==> config.mk <==
export PLATFORM = sky130hd
export DESIGN_NAME = tmds_chnl_bond
export DESIGN_NICKNAME = d
export VERILOG_FILES = /design/src/rtl/tmds_chnl_bond.sv
export SDC_FILE = /design/constraint.sdc
export NUM_CORES = 1
export LEC_CHECK = 0
export ABC_AREA = 1
export CAP_MARGIN = 5
export CORE_MARGIN = 10
export CORE_UTILIZATION = 50
export CTS_BUF_LIST = sky130_fd_sc_hd__clkbuf_4 sky130_fd_sc_hd__clkbuf_8
export CTS_CLUSTER_DIAMETER = 200
export DETAILED_ROUTE_END_ITERATION = 12
export GPL_ROUTABILITY_DRIVEN = 0
export PLACE_DENSITY = 0.72
export SYNTH_ARGS = -nofsm -noshare
export SYNTH_HDL_FRONTEND = slang
export SYNTH_SLANG_ARGS = --single-unit
==> constraint.sdc <==
create_clock -name CLK -period 1.4 [get_ports CLK]
set_input_delay 0.28 -clock CLK [delete_from_list [all_inputs] [get_ports CLK]]
set_output_delay 0.28 -clock CLK [all_outputs]
set_load 0.05 [all_outputs]
==> src/rtl/tmds_chnl_bond.sv <==
// tmds_chnl_bond
//   Per-channel deskew stage of the TMDS receive path (one instance per channel).
//   Incoming decoded-domain words are registered and written into a 16-entry
//   circular buffer while all three channels are word-locked. The rising edge
//   of a control-token run (the start of blanking) freezes the read pointer on
//   the buffer slot that holds the first token. The channel then holds there
//   until both siblings report the same event, and streams aligned data from
//   that point on.
//
// Ports
//   CLK            pixel clock
//   RESET          synchronous, active-high reset
//   RAW_DATA       phase-aligned word from the deserializer
//   I_AM_VLD       this channel's deserializer is word-locked
//   OTHER_CH0_VLD  sibling A is word-locked
//   OTHER_CH1_VLD  sibling B is word-locked
//   OTHER_CH0_RDY  sibling A has found its blanking edge
//   OTHER_CH1_RDY  sibling B has found its blanking edge
//   I_AM_RDY       this channel has found its blanking edge (HOLD or RUN)
//   BOND_OK        all three channels aligned; S_DATA is deskewed
//   S_DATA         deskewed word towards the TMDS decoder

module tmds_chnl_bond #(
  parameter int unsigned DATA_W   = 10,
  parameter int unsigned ADDR_W   = 4,
  parameter int unsigned MAX_HOLD = 14
) (
  input  logic              CLK,
  input  logic              RESET,
  input  logic [DATA_W-1:0] RAW_DATA,
  input  logic              I_AM_VLD,
  input  logic              OTHER_CH0_VLD,
  input  logic              OTHER_CH1_VLD,
  input  logic              OTHER_CH0_RDY,
  input  logic              OTHER_CH1_RDY,
  output logic              I_AM_RDY,
  output logic              BOND_OK,
  output logic [DATA_W-1:0] S_DATA
);

  localparam int unsigned DEPTH  = 2 ** ADDR_W;
  localparam int unsigned HOLD_W = $clog2(MAX_HOLD + 1);

  // TMDS control tokens (C1C0 = 00, 01, 10, 11)
  localparam logic [DATA_W-1:0] TOK0 = DATA_W'(10'h354);
  localparam logic [DATA_W-1:0] TOK1 = DATA_W'(10'h0AB);
  localparam logic [DATA_W-1:0] TOK2 = DATA_W'(10'h154);
  localparam logic [DATA_W-1:0] TOK3 = DATA_W'(10'h2AB);

  typedef enum logic [1:0] {
    ST_IDLE,
    ST_WAIT,
    ST_HOLD,
    ST_RUN
  } state_t;

  state_t              state_q,    state_d;
  logic [DATA_W-1:0]   raw_q;
  logic                ctkn_q;
  logic [ADDR_W-1:0]   wa_q,       wa_d;
  logic [ADDR_W-1:0]   ra_q,       ra_d;
  logic [HOLD_W-1:0]   hold_cnt_q, hold_cnt_d;
  logic                rdy_q,      rdy_d;
  logic                bond_q,     bond_d;
  logic [DATA_W-1:0]   s_data_q,   s_data_d;

  logic [DATA_W-1:0]   mem_q [DEPTH];

  logic                all_vld;
  logic                all_rdy;
  logic                sib_rdy;
  logic                ctkn;
  logic                blnk_bgn;
  logic                cur_active;
  logic                nxt_active;
  logic [DATA_W-1:0]   rd_word;

  assign all_vld  = I_AM_VLD & OTHER_CH0_VLD & OTHER_CH1_VLD;
  assign sib_rdy  = OTHER_CH0_RDY & OTHER_CH1_RDY;
  assign all_rdy  = rdy_q & sib_rdy;

  assign ctkn     = (raw_q == TOK0) | (raw_q == TOK1) |
                    (raw_q == TOK2) | (raw_q == TOK3);
  assign blnk_bgn = ctkn & ~ctkn_q & all_vld;

  // Asynchronous read; a write to the same slot in this cycle lands at the
  // clock edge, so the old content is what gets registered into S_DATA.
  assign rd_word  = mem_q[ra_q];

  // Buffer storage is deliberately left unreset.
  always_ff @(posedge CLK) begin
    if (all_vld) begin
      mem_q[wa_q] <= raw_q;
    end
  end

  always_comb begin
    if (all_vld) begin
      wa_d = wa_q + 1'b1;
    end else begin
      wa_d = '0;
    end
  end

  always_comb begin
    state_d    = state_q;
    ra_d       = ra_q;
    hold_cnt_d = hold_cnt_q;

    unique case (state_q)
      ST_IDLE: begin
        ra_d = '0;
        if (all_vld) begin
          state_d = ST_WAIT;
        end
      end
      ST_WAIT: begin
        // Latch the slot the first token is being written to this cycle.
        if (blnk_bgn) begin
          state_d    = ST_HOLD;
          ra_d       = wa_q;
          hold_cnt_d = '0;
        end
      end
      ST_HOLD: begin
        hold_cnt_d = hold_cnt_q + 1'b1;
        if (all_rdy) begin
          state_d = ST_RUN;
          ra_d    = ra_q + 1'b1;
        end else if (hold_cnt_q == HOLD_W'(MAX_HOLD)) begin
          // Writer is about to lap the frozen reader: give up this edge.
          state_d = ST_WAIT;
        end
      end
      ST_RUN: begin
        ra_d = ra_q + 1'b1;
        if (!sib_rdy) begin
          state_d = ST_WAIT;
        end
      end
      default: begin
        state_d = ST_IDLE;
        ra_d    = '0;
      end
    endcase

    // Lock loss on any channel wins over every other transition.
    if (!all_vld) begin
      state_d = ST_IDLE;
      ra_d    = '0;
    end
  end

  // Status flags and S_DATA follow the next state so they change in the same
  // cycle the state is entered. S_DATA additionally requires the current
  // state to be HOLD/RUN so that the WAIT->HOLD edge, where ra is only being
  // loaded, emits zero instead of a stale slot.
  always_comb begin
    cur_active = (state_q == ST_HOLD) || (state_q == ST_RUN);
    nxt_active = (state_d == ST_HOLD) || (state_d == ST_RUN);
    rdy_d      = nxt_active;
    bond_d     = (state_d == ST_RUN);
    s_data_d   = '0;
    if (cur_active && nxt_active) begin
      s_data_d = rd_word;
    end
  end

  always_ff @(posedge CLK) begin
    if (RESET) begin
      state_q    <= ST_IDLE;
      raw_q      <= '0;
      ctkn_q     <= 1'b0;
      wa_q       <= '0;
      ra_q       <= '0;
      hold_cnt_q <= '0;
      rdy_q      <= 1'b0;
      bond_q     <= 1'b0;
      s_data_q   <= '0;
    end else begin
      state_q    <= state_d;
      raw_q      <= RAW_DATA;
      ctkn_q     <= ctkn;
      wa_q       <= wa_d;
      ra_q       <= ra_d;
      hold_cnt_q <= hold_cnt_d;
      rdy_q      <= rdy_d;
      bond_q     <= bond_d;
      s_data_q   <= s_data_d;
    end
  end

  assign I_AM_RDY = rdy_q;
  assign BOND_OK  = bond_q;
  assign S_DATA   = s_data_q;

endmodule
=== Word level (Yosys, flattened, before mapping) ===
Memory sizes are Yosys's and may differ from the RTL's. A register that Yosys moved wholly into a read port is not among the register bits.
Index checks and enable logic that the tools add are counted.

* Memories: 1
* Output and inout bits: 12
* Input port bits: 17
* Bits in writable memories: 160
* Register bits after elaboration: 27

{| class="wikitable"
|+ Memories
! memory !! depth !! bits a word !! read ports !! clocked after memory_dff !! write ports !! RTL line !! source
|-
| mem_q || 16 || 10 || 1 || 1 || 1 || 67 || <nowiki>logic [DATA_W-1:0] mem_q [DEPTH];</nowiki>
|}

* Muxes and demuxes: 13
* Equal/unequal tests: 12
* Add/subtract/negate cells: 3
* Bitwise operators: 12
* Reduce and logical (&&, ||, !) cells: 9

{| class="wikitable"
|+ Operators by type and width
! kind !! number
|-
| $eq 10x10->1 const B || 2
|-
| $pmux 4 s4 || 1
|-
| $add 4x1->4 const B || 3
|-
| $mux 4 || 3
|-
| $eq 10x8->1 const B || 1
|-
| $eq 10x9->1 const B || 1
|-
| $mux 2 || 5
|-
| $eq 2x2->1 const B || 4
|-
| $pmux 2 s4 || 1
|-
| $pmux 4 s2 || 1
|-
| $and 1x1->1 || 6
|-
| $eq 4x4->1 const B || 1
|-
| $ne 2x2->1 const B || 2
|-
| $reduce_and 2->1 || 2
|-
| $reduce_or 2->1 || 2
|-
| $not 1->1 || 3
|-
| $or 1x1->1 || 3
|-
| $eq 2x1->1 const B || 1
|-
| $logic_not 2->1 || 1
|-
| $logic_or 1x1->1 || 2
|-
| $mux 1 || 2
|-
| $reduce_bool 2->1 || 1
|-
| $logic_and 1x1->1 || 1
|}

=== Longest topological paths before layout ===
* Depth after elaboration: 14
* Gate-level depth with buffers: 11
* Depth with buffers taken out: 11

=== Least setup slack after synthesis ===
Ideal clock, no wire load.

* Kind: register -> register
* Start: reg wa_q[0]
* End: mem mem_q[15][0] (enable)
* Data arrival time: 1,117 ps
* Slack: -94 ps
* Cell stages (with the launch flop): 4
* Library setup time: 376 ps
* Clock period less this slack: 1,494 ps
* Cell sequence: dfxtp_1 -> ha_1 -> nand2_1 -> nor2_1

{| class="wikitable"
|+ RTL lines
! element !! RTL line !! source
|-
| start, declared || 60 || <nowiki>logic [ADDR_W-1:0] wa_q, wa_d;</nowiki>
|-
| start signal, assigned || 184 || <nowiki>wa_q <= wa_d;</nowiki>
|-
| end, declared || 67 ||
|}

Straight into the memory's write port.

==> impl_metrics.tcl <==
set metrics [dict create \
    io_buffers 28 \
    fin_tns_setup_ps -1520 \
    setup_viol 21 \
    grt_max_degree 33 \
    p_per_area_nw_per_um2 1040 \
    final_nets 804 \
    grt_pass1_vias 5274 \
    start_kind "flip-flop" \
    cts-root-buf "clkbuf_8" \
    swShare 0.212 \
    io_pins 29 \
    clock_path_buffers 2 \
    drv_slew 0 \
    antenna_found_initial 0 \
    status "finished with violations" \
    rsz0062_at_grt "true" \
    seq_area_frac_synth 0.706 \
    wire_per_inst_um 19.8 \
    yosysUniqueCellTypes 22 \
    critPathKind "flip-flop to flip-flop" \
    max_freq_ghz 0.627 \
    min_from "RAW_DATA[8]" \
    whs_endpoint "raw_q[8]" \
    dp_hpwl_mm 12.5 \
    cts_num_sinks 197 \
    ys_warn_count 0 \
    max-vdd-ir-drop_mv 0.594 \
    skew_ps 18.0 \
    post-route-period-util 1.14 \
    violations "negative setup slack" \
    cts_buffers 17 \
    critPathMaxFanout 6 \
    postCtsHoldBufs 0 \
    rr_startpoint "ra_q[0]" \
    cellLeakagePower_nw 3.50 \
    syn_area_um2 7860 \
    ff2ff_setup_slack_ps -200 \
    area_growth_pct 24.0 \
    fin_ws_ps -196 \
    power.total_mw 10.1 \
    avgSynthCellArea_um2 11.3 \
    p_sw_mw 2.14 \
    whs_ps 312 \
    ff2ff_path_depth 8 \
    first_iter_violations 836 \
    dp_slack_ps -504 \
    grt.overflow.total 0 \
    hold_violations 0 \
    seqPwrFrac 0.630 \
    rr_endpoint "S_DATA[3]" \
    gr-usage-all-layers 0.173 \
    clkPwrFrac 0.336 \
    fp.dieH_um 145 \
    max_slew.worst_pin.slew_ps 415 \
    synth_cells 693 \
    drive_gt1_frac 0.224 \
    die-area_um2 21100 \
    fp.dieW_um 145 \
    first_pass_iters 6 \
    p_int_mw 7.96 \
    wirelength_mm 19.8 \
    core_um2 15300 \
    cts_tree "yes" \
    crit_path_end_kind "flip-flop" \
    via_per_inst 5.67 \
    n_antenna_cell 0 \
    hold_depth 3 \
    cp.required_ps 1810 \
    ant_nets 0 \
    holdCritPathClass "input port to flip-flop" \
    fill_cells 1141 \
    drc 0 \
    clk_pin_slew_worst_paths_ps 100 \
    slew-limit-headroom 0.723 \
    via_count 5694 \
    comb_power_share 0.034 \
    start_util 0.513 \
    grt_pass1_wl_mm 28.5 \
    worstPathArrival_ps 2010 \
    finalCriticalPeriod_ps 1600 \
    clock_latency_ps 480 \
    h-tree-depth 4 \
    rows 45 \
    maxCapViolCount 0 \
    synth_nets 717 \
    ys_ff_latch 197 \
]
[cell usage in the layout (no fill, tap or decap), drive strengths merged, types with 16 or more instances in the layout]
| cell type | count |
|---|---|
| o21ai | 86 |
| clkbuf | 24 |
| dfxtp | 37 |
| inv | 53 |
| clkdlybuf4s50 | 16 |
| o211ai | 36 |
| nand2 | 50 |
| nor2 | 181 |
| buf | 82 |
| nand3 | 33 |
| edfxtp | 160 |
[layer usage]
layer,part of all wire,up-vias,global-route usage
li1,-,2577,-
met1,0.40,2745,0.227
met2,0.48,318,0.267
met3,0.090,54,0.0363
met4,0.029,0,0.0865
met5,0,-,0
[how the worst max path moves through the flow]
stage,start,depth (start not counted),to
3_3_place_gp,I_AM_VLD,6,mem_q[8][7]
5_1_grt,ra_q[0],8,S_DATA[3]
2_1_floorplan,wa_q[0],3,mem_q[15][0]
4_1_cts,ra_q[0],10,S_DATA[2]
3_5_place_dp,OTHER_CH0_VLD,6,mem_q[9][7]
6_report,ra_q[0],8,S_DATA[3]
[synthesized netlist by cell type]
| library cell | n | area [µm²] |
|---|---|---|
| xor2_1 | 1 | 8.76 |
| buf_6 | 3 | 33.8 |
| dfxtp_1 | 37 | 741 |
| clkbuf_1 | 15 | 56.3 |
| nor2_1 | 181 | 679 |
| xnor2_1 | 2 | 17.5 |
| inv_1 | 48 | 180 |
| or2_2 | 2 | 12.5 |
| buf_4 | 5 | 37.5 |
| o211ai_1 | 36 | 270 |
| edfxtp_1 | 160 | 4800 |
| a21oi_1 | 11 | 55.1 |
| nand3_1 | 33 | 165 |
| buf_1 | 1 | 3.75 |
| o21ai_1 | 24 | 120 |
| inv_2 | 1 | 3.75 |
| buf_2 | 10 | 50.1 |
| nand4_2 | 1 | 12.5 |
| o22ai_1 | 3 | 18.8 |
| ha_1 | 7 | 87.6 |
| nand2_1 | 50 | 188 |
| o21ai_0 | 62 | 310 |
[worst max-delay path, cell delays in order (launching register included)]
cell and delay, ps:
dfxtp_4 450, buf_6 160, clkbuf_16 160, o21ai_0 140, o211ai_1 220, nand3_1 150, nand2_1 100, inv_1 40
nor2_1 110
[power by group through the flow]
stage	Combinational [mW]	Clock, mW	Sequential [mW]
after floorplan	0.0941	0	6.52
after global placement	0.308	0	6.50
after detailed placement	0.316	0	6.50
after CTS	0.320	3.42	6.36
after global routing	0.368	3.68	6.37
final	0.342	3.39	6.36
[cell families after synthesis]
| logic type | synth area share |
|---|---|
| adder cells (fa/ha/maj) | 0.0111 |
| AO/OA/AOI/OAI | 0.0986 |
| buffers and inverters | 0.0465 |
| AND/OR/NAND/NOR | 0.135 |
| flip-flops | 0.706 |
| XOR/XNOR | 0.00335 |
[layout make-up]
class	instances	area (µm²)	area share
Sequential cell	197	5570	0.572
Multi-Input combinational cell	413	2130	0.218
Timing Repair Buffer	102	1230	0.126
Tap cell	211	264	0.0271
Clock buffer	20	263	0.0270
Inverter	49	189	0.0194
Clock inverter	12	103	0.0105
[registers in the layout (all words and copies together), names as in the netlist]
name	flops
hold_cnt_q	4
state_q	2
ctkn_q	1
S_DATA	10
wa_q	4
I_AM_RDY	1
raw_q	10
ra_q	4
mem_q	160
BOND_OK	1
[repair_timing]
action | in CTS | in global routing
endpoints found under the setup margin | 134 | 179
buffers inserted | 1 | 1
resized for setup | 17 | 89
gates cloned | 2 | 9
pin swaps | 1 | 16
[through the flow]
stage	area, µm²	instances	utilization
2_1_floorplan	7870	693	-
3_3_place_gp	8890	959	0.580
3_5_place_dp	8890	959	0.580
4_1_cts	9360	994	0.611
5_1_grt	9740	1004	0.636
6_report	9740	1004	0.636
Note: power is estimated with default switching activity, not from simulation.
==> variant 1 (same flow settings) <==
Set the parameter `MAX_HOLD` to 28 (it was 14).
--- a/src/rtl/tmds_chnl_bond.sv
+++ b/src/rtl/tmds_chnl_bond.sv
@@ -25,3 +25,3 @@
   parameter int unsigned ADDR_W   = 4,
-  parameter int unsigned MAX_HOLD = 14
+  parameter int unsigned MAX_HOLD = 28
 ) (
Behaviour: same outputs for any inputs over 10 cycles, from zero or initial values and one cycle with RESET high; that may be too few to reach the edited logic, so the function may still have changed.
==> variant 1 against the original RTL <==
Synthesized cell count increased by 1.7%. Final area is 7.9% higher. Clock power increased by 18%. Setup slack lost 0.0017 ns. Combinational power is 4% higher. Critical endpoint is now S_DATA[1]. Sequential cell count rose by 1. Synthesized area is 1.6% higher. Power grew 6.3%. The run still ends with setup timing left. Routed wire length grew 6.4%.
==> variant 1: results (changes against the original RTL) <==
- Ys async rst share: 0% (unchanged)
- Clock Latency Late Sink: approximately 0.47 ns
- H-tree lvl count: 4 (unchanged)
- Via-to-Cell Ratio: 5.61 (-1.1%)
- Worst hold path class: in -> reg
- Yosys cell types: 29 (+32%)
- Final TNS setup: -2.04 ns (-0.527 ns)
- Vias in the first global route: 5566 (+5.5%)
- Grt met3 use: 4.17% (+0.54 points)
- Leakage: 3.86 nW (+10%)
- First-pass GRT wire length: 29700 um (+4.2%)
- Antenna violations before repair: 0 (unchanged)
- M1 GR Usage: 22.0% (-0.70 points)
- Synthesized area per cell: 11.3 um2 (-0.15%)
- Hold Worst Slack: 0.299 ns (-0.0137 ns)
- Layout cells sized above 1: 30.0% (+7.6 points)
- Pre-CTS WS: -0.526 ns (-0.0220 ns)
- Top post-synthesis cells by area: edfxtp_1 60%, dfxtp_1 9.5%, nor2_1 8.3%, o211ai_1 3.1%, o21ai_0 3.1%
- Post-Route Skew: 0.0168 ns (-0.00124 ns)
- Tot GR Track Use: 17.7% (+0.41 points)
- GR Layer Usage met2: 29.4% (+2.7 points)
- HPWL Detailed: 12700 um (+1.7%)
- Status: finished, violations left
- Inst Count DP: 996 (+3.9%)
- Post-route insts no fill: 1056 (+5.2%)
- Syn nets: 729 (+1.7%)
- Predominant post-synthesis flop cell: edfxtp_1
- Final setup fails: 37 (+76%)
- Peak VDD IR: 0.000655 V (+10%)
- Worst-Margin Slew: 0.441 ns (+0.0266 ns)
- Fill cell count: 1093 (-4.2%)
- Post-DP Area: 0.00917 mm2 (+3.2%)
- Input/output buffers: 28 (unchanged)
- Failing checks: setup timing
- Reg clk slew, reported paths: around 0.11 ns
- 1st-iter DRT viols: 739 (-12%)
- Final worst slack: -0.198 ns (-0.00174 ns)
- Final net count: 851 (+5.8%)
- Seq/Total Area, Yosys: 69.7% (-0.84 points)
- Top cells by count, synth: 176 x nor2_1, 160 x edfxtp_1, 49 x o21ai_0
- Sw frac: 20.8% (-0.35 points)
- Routed wire per std cell: 20.0 um (+1.1%)
- CP max FO: 12 (+6)
- Largest net degree at the start of global routing: 25 (-24%)
- Pre-antenna DRT Iters: 6 (unchanged)
## variant 1: changes by cell type in the layout (fill, tap and decap cells not counted), sizes merged, moves of 2 or more
cell	before	now
inv	53	56
o211ai	36	33
nor2	181	177
o21ai	86	88
nand3b	0	3
clkbuf	24	26
nand3	33	36
bufinv	1	4
a21oi	11	20
buf	82	111
## variant 1: path summary, 6_finish.rpt
check	end	cells past startpoint	start
setup / recovery	S_DATA[1]	9	ra_q[0]
hold / removal	raw_q[5]	3	RAW_DATA[5]
setup reg to reg	S_DATA[1]	9	ra_q[0]
hold reg to reg	hold_cnt_q[4]	2	hold_cnt_q[4]
## variant 1: critical path, cell delays in order (launching register included)
cell,delay [ns]
dfxtp_4,0.39
buf_12,0.16
inv_16,0.10
buf_12,0.14
nor2_1,0.04
o211ai_1,0.21
nand3_1,0.17
nand2_1,0.14
inv_1,0.06
nor2_2,0.12
## variant 1: layout make-up
type	instances	area [um2]	area share [%]
tap	216	270	2.57
clock buffer	18	241	2.30
clock inverter	14	196	1.87
multi-input combinational	423	2370	22.6
inverter	52	211	2.01
sequential	198	5590	53.2
timing repair buffer	135	1620	15.4
## variant 1: power groups by stage
stage	logic, mW	clock network [mW]	registers, mW
final	0.357	3.99	6.39
after global routing	0.384	4.24	6.39
after CTS	0.307	3.99	6.40
after detailed placement	0.302	0	6.53
after global placement	0.295	0	6.53
after floorplan	0.0958	0	6.55
## variant 1: routing by layer
layer	routed length [um]	share of wire (%)	vias to the layer above
met2	10600	50	345
met4	598	2.8	0
met5	0	0	-
met3	1950	9.2	49
met1	7990	38	2844
li1	-	-	2687
## variant 1: logic make-up (layout without fill, tap and decap cells)
| logic type | count (synthesis) | in the layout | synth area share [%] |
|---|---|---|---|
| simple gates | 270 | 270 | 13.8 |
| buf+inv | 84 | 219 | 4.95 |
| xor+xnor | 3 | 3 | 0.329 |
| fa+ha+maj | 7 | 7 | 1.10 |
| compound gates | 143 | 143 | 10.0 |
| flops | 198 | 198 | 69.7 |
## variant 1: repair_timing
item                       in CTS  in global routing
resized for setup              28                143
buffers inserted                0                 16
setup endpoints to repair     131                180
gates cloned                    1                 14
pin swaps                       2                 41
==> variant 2 (config.mk and constraints unchanged) <==
Without the edit above. Take the reset off `s_data_q` and load it in a clocked block of its own.
--- a/src/rtl/tmds_chnl_bond.sv
+++ b/src/rtl/tmds_chnl_bond.sv
@@ -178,3 +178,2 @@
       bond_q     <= 1'b0;
-      s_data_q   <= '0;
     end else begin
@@ -188,4 +187,7 @@
       bond_q     <= bond_d;
-      s_data_q   <= s_data_d;
     end
+  end
+
+  always_ff @(posedge CLK) begin
+    s_data_q <= s_data_d;
   end
Function: differs if RESET is asserted again (counterexample within 4 cycles, from zero or initial values and one cycle with RESET high); with RESET held inactive, the same outputs for 10 cycles.
==> variant 2 against the original RTL <==
The run still ends with setup timing left. Final cell count rose by 5.5%. Synthesized area rose by 3.7%. Maximum frequency rose by 5.8%. Critical path depth did not move. First-iteration DRC count fell by 30%. Non-clock buffer count rose by 4. Setup slack improved by 0.088 ns. Final area rose by 2.8%. Routed wire length fell by 6.1%. Power fell by 2.0%. Sequential cell count did not move. Sequential share of layout area fell by 1.6 points. Critical endpoint is now S_DATA[9].
==> variant 2: results (changes against the original RTL) <==
- Worst Hold Launch: RAW_DATA[2]
- Sw frac: 22.0% (+0.78 points)
- Top post-synthesis cells by area: edfxtp_1 59%, dfxtp_1 9.1%, inv_1 5.2%, nand2_1 5.2%, a21oi_1 3.7%
- Top cells by count, synth: 160 x edfxtp_1, 112 x inv_1, 112 x nand2_1
- Comb group: 0.313 mW (-8.5%)
- Synthesized area per cell: 11.0 um2 (-2.9%)
- CP top delay family: simple AND/OR/NAND/NOR gates
- Worst r2r src: ra_q[0]
- Drt total wl: 18600 um (-6.1%)
- Met3 Routed Length: 1800 um (+0.17%)
- Status: finished, violations left
- Inst Count DP: 1013 (+5.6%)
- Largest net degree at the start of global routing: 35 (+6.1%)
- CTS resizes: 31 (+14)
- Via-to-Cell Ratio: 5.27 (-7.1%)
- 1st-iter DRT viols: 582 (-30%)
- Peak VDD IR: 0.000510 V (-14%)
- Layout cells sized above 1: 23.1% (+0.69 points)
- Post-Route Skew: 0.0122 ns (-0.00580 ns)
- Routed wire per std cell: 17.6 um (-11%)
- Antenna violations before repair: 0 (unchanged)
- Critical path type: reg -> reg
- Final worst slack: -0.108 ns (+0.0881 ns)
- Hold Worst Slack: 0.301 ns (-0.0116 ns)
- WP data arrival: 1.87 ns (-0.14 ns)
- HPWL Detailed: 11900 um (-4.6%)
- Hold worst-path end: raw_q[2]
- Met2 routed WL: 8780 um (-8.6%)
- Fill cell count: 1196 (+4.8%)
- CP max stage delay: 0.49 ns (+0.04 ns)
- CP max FO: 25 (+19)
- Vias in the first global route: 5477 (+3.8%)
- Yosys cell types: 30 (+36%)
- Final TNS setup: -0.569 ns (+0.947 ns)
- Worst-Margin Slew: 0.275 ns (-0.139 ns)
- Final net count: 854 (+6.2%)
- Post-CTS Repair Setup Buffers: 2 (+1)
- Failing checks: setup timing
- Pwr Density: 988 mW/mm2 (-4.7%)
- Post-DP Area: 0.00919 mm2 (+3.4%)
- Cell depth of the worst hold path: 3 (unchanged)
- First-pass GRT wire length: 28700 um (+0.78%)
- Tot GR Track Use: 16.9% (-0.41 points)
- Final setup fails: 10 (-52%)
- Clock power share: 32.6% (-1.0 points)
- Syn nets: 764 (+6.6%)
- Leakage: 3.80 nW (+8.5%)
- Seq/Total Area, Yosys: 68.1% (-2.5 points)
- Pre-CTS WS: -0.489 ns (+0.0153 ns)
- Pre-antenna DRT Iters: 5 (-1)
- Number of flops mapped to enable cells by yosys: 160 (unchanged)
- Reg-to-Reg End: S_DATA[9]
-- variant 2: cell type report --
| type | count | area, um2 | area share, % |
|---|---|---|---|
| Timing Repair Buffer | 106 | 1270 | 12.7 |
| Tap cell | 216 | 270 | 2.70 |
| Clock buffer | 18 | 241 | 2.41 |
| Multi-Input combinational cell | 391 | 2130 | 21.2 |
| Clock inverter | 14 | 103 | 1.02 |
| Inverter | 117 | 439 | 4.38 |
| Sequential cell | 197 | 5560 | 55.5 |
-- variant 2: metal layers --
metal  track usage (%)  vias up
li1                  -     2680
met1              21.7     2608
met2              26.9      262
met3              4.55       29
met4              6.05        0
met5                 0        -
-- variant 2: cells by family (layout without fill, tap and decap cells) --
kind of cell             Yosys count  count (layout)  share of synthesized area, %
AND/OR/NAND/NOR                  219             220                          11.5
XOR/XNOR                           2               2                         0.215
AO/OA/AOI/OAI                    162             162                          11.0
flip-flops                       197             197                          68.1
adder cells (fa/ha/maj)            7               7                          1.07
buffers and inverters            153             255                          8.15
